File: src/rtl/to_mem_request_scheduler_pkg.sv
// Shared constants and FSM state type for the cache-to-memory request scheduler.
package to_mem_request_scheduler_pkg;

  localparam int DEFAULT_PACKET_WIDTH  = 16;
  localparam int DEFAULT_VALID_POS     = 0;
  localparam int DEFAULT_AGE_THRESHOLD = 16;

  typedef enum logic {
    IDLE  = 1'b0,
    ISSUE = 1'b1
  } sched_state_t;

  // Index width that stays legal (>= 1 bit) for a single requester.
  function automatic int id_width(input int n);
    return (n > 1) ? $clog2(n) : 1;
  endfunction

endpackage

File: src/rtl/rr_priority_picker.sv
// Combinational round-robin picker: first set mask bit at or above the pointer, wrapping.
module rr_priority_picker #(
    parameter int N     = 4,
    parameter int IDX_W = 2
) (
    input  logic [N-1:0]     candidate_mask,
    input  logic [IDX_W-1:0] pointer,
    output logic [N-1:0]     winner_onehot,
    output logic [IDX_W-1:0] winner_idx,
    output logic             any_valid
);

    always_comb begin
        int unsigned pos;
        pos           = 0;
        winner_onehot = '0;
        winner_idx    = '0;
        any_valid     = 1'b0;
        for (int unsigned off = 0; off < N; off++) begin
            pos = 32'(pointer) + off;
            if (pos >= N) pos -= N;
            if (!any_valid && candidate_mask[pos[IDX_W-1:0]]) begin
                any_valid                        = 1'b1;
                winner_onehot[pos[IDX_W-1:0]]    = 1'b1;
                winner_idx                       = pos[IDX_W-1:0];
            end
        end
    end

endmodule

File: src/rtl/to_mem_request_scheduler.sv
// Arbitrates per-bank miss/writeback requesters onto the single to-memory channel.
// Optional aging promotion: define TO_MEM_SCHEDULER_AGING_EN.
module to_mem_request_scheduler
    import to_mem_request_scheduler_pkg::*;
#(
    parameter int NUM_REQUEST   = 4,
    parameter int PACKET_WIDTH  = DEFAULT_PACKET_WIDTH,
    parameter int VALID_POS     = DEFAULT_VALID_POS,
    parameter int AGE_THRESHOLD = DEFAULT_AGE_THRESHOLD
) (
    input  logic                                clk_in,
    input  logic                                reset_in,
    input  logic [NUM_REQUEST*PACKET_WIDTH-1:0] request_flatted_in,
    input  logic [NUM_REQUEST-1:0]              request_valid_flatted_in,
    input  logic [NUM_REQUEST-1:0]              request_critical_flatted_in,
    output logic [NUM_REQUEST-1:0]              issue_ack_out,
    output logic [PACKET_WIDTH-1:0]             request_out,
    output logic                                request_valid_out,
    output logic [id_width(NUM_REQUEST)-1:0]    grant_id_out,
    input  logic                                issue_ack_in
);

    localparam int ID_W = id_width(NUM_REQUEST);

    if (AGE_THRESHOLD < 1) begin : g_bad_age_threshold
        $error("AGE_THRESHOLD must be at least 1");
    end

    sched_state_t            state_q, state_d;
    logic [ID_W-1:0]         ptr_q, ptr_d;
    logic [PACKET_WIDTH-1:0] req_d;
    logic                    vld_d;
    logic [ID_W-1:0]         gid_d;
    logic [NUM_REQUEST-1:0]  ack_d;

    logic [PACKET_WIDTH-1:0] packet [NUM_REQUEST];
    logic [NUM_REQUEST-1:0]  aged;
    logic [NUM_REQUEST-1:0]  urgent;
    logic [NUM_REQUEST-1:0]  candidates;
    logic [NUM_REQUEST-1:0]  win_onehot;
    logic [ID_W-1:0]         win_idx;
    logic                    win_any;

    for (genvar i = 0; i < NUM_REQUEST; i++) begin : g_unpack
        assign packet[i] = request_flatted_in[i*PACKET_WIDTH +: PACKET_WIDTH];
    end

`ifdef TO_MEM_SCHEDULER_AGING_EN
    localparam int AGE_W = $clog2(AGE_THRESHOLD) + 1;

    logic [AGE_W-1:0] age_q [NUM_REQUEST];

    always_ff @(posedge clk_in) begin
        for (int unsigned i = 0; i < NUM_REQUEST; i++) begin
            if (reset_in || !request_valid_flatted_in[i] || ack_d[i]) begin
                age_q[i] <= '0;
            end else if (age_q[i] != '1) begin
                age_q[i] <= age_q[i] + AGE_W'(1);
            end
        end
    end

    always_comb begin
        aged = '0;
        for (int unsigned i = 0; i < NUM_REQUEST; i++) begin
            aged[i] = (age_q[i] >= AGE_W'(AGE_THRESHOLD));
        end
    end
`else
    assign aged = '0;
`endif

    // Critical (or aged) requesters pre-empt the plain round-robin set.
    assign urgent     = request_valid_flatted_in & (request_critical_flatted_in | aged);
    assign candidates = (|urgent) ? urgent : request_valid_flatted_in;

    rr_priority_picker #(
        .N     (NUM_REQUEST),
        .IDX_W (ID_W)
    ) u_picker (
        .candidate_mask (candidates),
        .pointer        (ptr_q),
        .winner_onehot  (win_onehot),
        .winner_idx     (win_idx),
        .any_valid      (win_any)
    );

    always_comb begin
        state_d = state_q;
        ptr_d   = ptr_q;
        req_d   = request_out;
        vld_d   = request_valid_out;
        gid_d   = grant_id_out;
        ack_d   = '0;
        unique case (state_q)
            IDLE: begin
                if (win_any) begin
                    req_d   = packet[win_idx];
                    gid_d   = win_idx;
                    vld_d   = 1'b1;
                    ack_d   = win_onehot;
                    ptr_d   = (win_idx == ID_W'(NUM_REQUEST - 1)) ? '0 : win_idx + ID_W'(1);
                    state_d = ISSUE;
                end
            end
            ISSUE: begin
                if (issue_ack_in) begin
                    req_d   = '0;
                    vld_d   = 1'b0;
                    state_d = IDLE;
                end
            end
            default: state_d = IDLE;
        endcase
    end

    always_ff @(posedge clk_in) begin
        if (reset_in) begin
            state_q           <= IDLE;
            ptr_q             <= '0;
            request_out       <= '0;
            request_valid_out <= 1'b0;
            grant_id_out      <= '0;
            issue_ack_out     <= '0;
        end else begin
            state_q           <= state_d;
            ptr_q             <= ptr_d;
            request_out       <= req_d;
            request_valid_out <= vld_d;
            grant_id_out      <= gid_d;
            issue_ack_out     <= ack_d;
        end
    end

    a_valid_matches_packet: assert property (
        @(posedge clk_in) disable iff (reset_in)
        request_valid_out == request_out[VALID_POS]
    );

endmodule

File: config.mk
export PLATFORM = sky130hd
export DESIGN_NAME = to_mem_request_scheduler
export DESIGN_NICKNAME = d
export VERILOG_FILES = /design/src/rtl/to_mem_request_scheduler_pkg.sv /design/src/rtl/rr_priority_picker.sv /design/src/rtl/to_mem_request_scheduler.sv
export SDC_FILE = /design/constraint.sdc
export NUM_CORES = 1
export LEC_CHECK = 0
export CAP_MARGIN = 40
export CELL_PAD_IN_SITES_DETAIL_PLACEMENT = 0
export CELL_PAD_IN_SITES_GLOBAL_PLACEMENT = 2
export CORE_MARGIN = 2
export CORE_UTILIZATION = 22
export DETAILED_ROUTE_END_ITERATION = 7
export PLACE_DENSITY_LB_ADDON = 0.1
export SETUP_SLACK_MARGIN = 0.4
export SYNTH_ARGS = -nofsm -noshare
export SYNTH_HDL_FRONTEND = slang
export SYNTH_SLANG_ARGS = --single-unit
File: constraint.sdc
create_clock -name clk_in -period 2.9 [get_ports clk_in]
set_input_delay 0.58 -clock clk_in [delete_from_list [all_inputs] [get_ports clk_in]]
set_output_delay 0.58 -clock clk_in [all_outputs]
set_load 0.05 [all_outputs]
==> impl_metrics.py <==
metrics = {
    "clock_network": {
        "hold_buffers": 0,
        "numCtsBuffers": 3,
        "ctsLongestPathBuffers": 2,
        "clkTransAtPathRegs_ns": 0.07,
        "cts-root-buf": "clkbuf_16",
        "htreeDepth": 1,
        "clkLatencyLatePin_ns": 0.26,
        "tritoncts": "built",
        "cts_sinks": 26,
    },
    "yosys": {
        "synth_cell_types": 50,
        "synth-seq-cells": 26,
        "syn_avg_cell_area_um2": 8.10,
        "synth_top_area_share": 0.210,
        "synth-async-reset-ratio": 0,
        "synth_cells": 306,
        "yosys-top-cells-count": "inv_1, mux2i_1, a2111oi_0, dfxtp_1",
        "synth.largest_area_cell": "dfxtp_1",
        "synth_flop_cell": "dfxtp_1",
        "syn_nets": 385,
        "yosysSeqAreaShare": 0.210,
        "yosysWarnings": 0,
        "synth.area.top_cells": "dfxtp_1, mux2i_1, a2111oi_0, o211ai_1, inv_1",
        "synth_area_um2": 2480,
        "synth_edf_count": 0,
    },
    "cells_and_area": {
        "area_growth_pct": 80.1,
        "fin_cells": 586,
        "antenna_cells": 0,
        "fillCellCount": 1111,
        "finalNetCount": 526,
        "layout-drive-gt1-share": 0.276,
        "final_util": 0.408,
    },
    "floorplanning": {
        "initial_core_util": 0.227,
        "ios": 98,
        "die_h_um": 110,
        "dieArea_um2": 12100,
        "rows": 38,
        "die_width_um": 110,
        "core_um2": 10900,
    },
    "critical_path": {
        "crit_buf_inv": 4,
        "cpPeakStageDelay_ns": 0.53,
        "crit_path_cell_trace": "buf_4, buf_4, o21a_1, mux4_2, a2111oi_4, o32a_4, buf_6, buf_12, mux2i_2, o211ai_1",
        "cp.arrival_ns": 2.86,
        "crit_fanout": 8,
        "cp_top_family": "compound AO/OA/AOI/OAI gates",
        "crit_top_cell": "buf_4",
        "path_class": "primary input to flop",
        "startpoint_type": "primary input",
        "worstPathRequired_ns": 3.04,
        "cp_slowest_cell": "mux4_2",
        "cp-end-kind": "flop",
    },
    "pwr": {
        "p_per_area_nw_per_um2": 862,
        "leakagePower_uw": 0.00180,
        "peakVddDrop_uv": 355,
        "power_uw": 3850,
    },
    "timing": {
        "slew_viol_final": 0,
        "rsz0062_at_grt": "yes",
        "finalClockSkew_ns": 0.00189,
        "setup_viol": 0,
        "tightest_slew_ns": 0.529,
        "fin_crit_sh": 0.937,
        "maxSlewHeadroom": 0.646,
        "finalCriticalPeriod_ns": 2.72,
        "fmax_mhz": 368,
        "hold_viol_final": 0,
    },
    "global_route": {
        "globalRoute.totalOverflow": 0,
        "grt_max_degree": 33,
        "grt_pass1_wl_mm": 14.2,
        "use_met1": 0.185,
        "grt_busiest_layer": "met2",
        "antenna_found_initial": 0,
        "grt_pass1_vias": 2862,
        "use_met2": 0.260,
        "met3_usage": 0.0282,
        "grtUsageTotal": 0.148,
    },
    "drt": {
        "wire_per_inst_um": 15.0,
        "ant_nets": 0,
        "drtIter0Drc": 91,
        "vias_per_cell": 4.87,
        "remaining_drc_errors": 0,
        "vias": 2856,
        "routed_wl_mm": 8.79,
        "first_pass_iters": 5,
    },
    "place": {
        "port_buffers": 97,
        "dp_cells": 565,
        "place_congestion": 0.759,
        "place_hpwl_mm": 6.37,
    },
    "worst_hold_path": {
        "min_path_type": "flop to flop",
    },
    "run_status": {
        "outcome": "finished clean",
    },
    "job": {
        "drv_cap": 0,
    },
}
-- layout make-up --
| class | instances | area, µm² | area share |
|---|---|---|---|
| clock buffers | 4 | 88.8 | 0.0199 |
| inverters | 38 | 143 | 0.0320 |
| multi-input cells | 210 | 1860 | 0.417 |
| flip-flops and latches | 26 | 520 | 0.117 |
| well taps | 140 | 175 | 0.0393 |
| repair buffers | 168 | 1680 | 0.376 |
-- layer usage --
| layer | up-vias | share of wire |
|---|---|---|
| met5 | - | 0 |
| met1 | 1343 | 0.43 |
| met2 | 68 | 0.51 |
| met4 | 0 | 0.0089 |
| met3 | 6 | 0.047 |
| li1 | 1439 | - |
-- metrics by stage --
stage,hold slack [ns],setup TNS (ns),instance area [µm²],setup slack (ns)
6_report,0.483,0,4460,0.183
5_1_grt,0.504,0,4460,0.0747
4_1_cts,0.490,0,4230,0.183
3_5_place_dp,0.470,-11.21,3930,-0.606
3_3_place_gp,0.467,-11.58,3930,-0.633
2_1_floorplan,0.504,0,2540,0.120
-- tightest hold or removal path, cell delays in order (launching register included) --
cell,delay [ns]
dfxtp_1,0.33
nand2_1,0.05
o211ai_1,0.07
-- state kept, by name, indices dropped and copies added (netlist names) --
| register | cells |
|---|---|
| request_valid_out | 1 |
| request_out | 16 |
| state_q | 1 |
| ptr_q | 2 |
| grant_id_out | 2 |
| issue_ack_out | 4 |
-- what timing repair did --
item                                    4_1_cts  5_1_grt
endpoints found under the setup margin       24       22
setup buffers                                10        5
cloned                                        2        0
pin swaps                                    17       12
gates resized for setup                      66       52
hold endpoints to repair                      0        0
-- path summary, 6_finish.rpt --
path,from,to,slack (ns),cells after the start
max,request_critical_flatted_in[1],request_out[13]$_SDFFE_PP0P_,0.18,10
min,request_out[13]$_SDFFE_PP0P_,request_out[13]$_SDFFE_PP0P_,0.48,2
max reg2reg,ptr_q[0]$_SDFFE_PP0P_,request_out[13]$_SDFFE_PP0P_,0.35,8
min reg2reg,request_out[13]$_SDFFE_PP0P_,request_out[13]$_SDFFE_PP0P_,0.48,2
-- layout by cell type (no fill, tap or decap), types with 3 or more instances in the layout --
cell type and count:
o21ai_0 9, a21oi_1 9, buf_12 7, inv_1 35, a2111oi_0 10, nor2_1 11
a2111oi_2 11, a222oi_1 4, nand2b_1 10, clkbuf_16 3, o21a_1 3, a22o_2 3
a2111oi_4 3, nand2_1 21, ha_1 3, o211ai_1 21, inv_2 3, mux2i_1 32
buf_8 4, a211o_1 3, buf_4 57, buf_6 9, a22o_1 3, mux2i_2 4
dfxtp_1 26, clkdlybuf4s50_1 89, a2111oi_1 11
-- report_power, final --
group | total (µW) | internal [µW] | switching (µW)
combinational | 2920 | 1400 | 1520
clock | 348 | 212 | 136
sequential | 581 | 502 | 78.2
-- logic make-up after synthesis --
logic type,synth area share
fa+ha+maj,0.0202
mux,0.163
buf+inv,0.139
compound gates,0.363
flops,0.210
simple gates,0.0980
xor+xnor,0.00707
(Power assumes the default switching activity.)
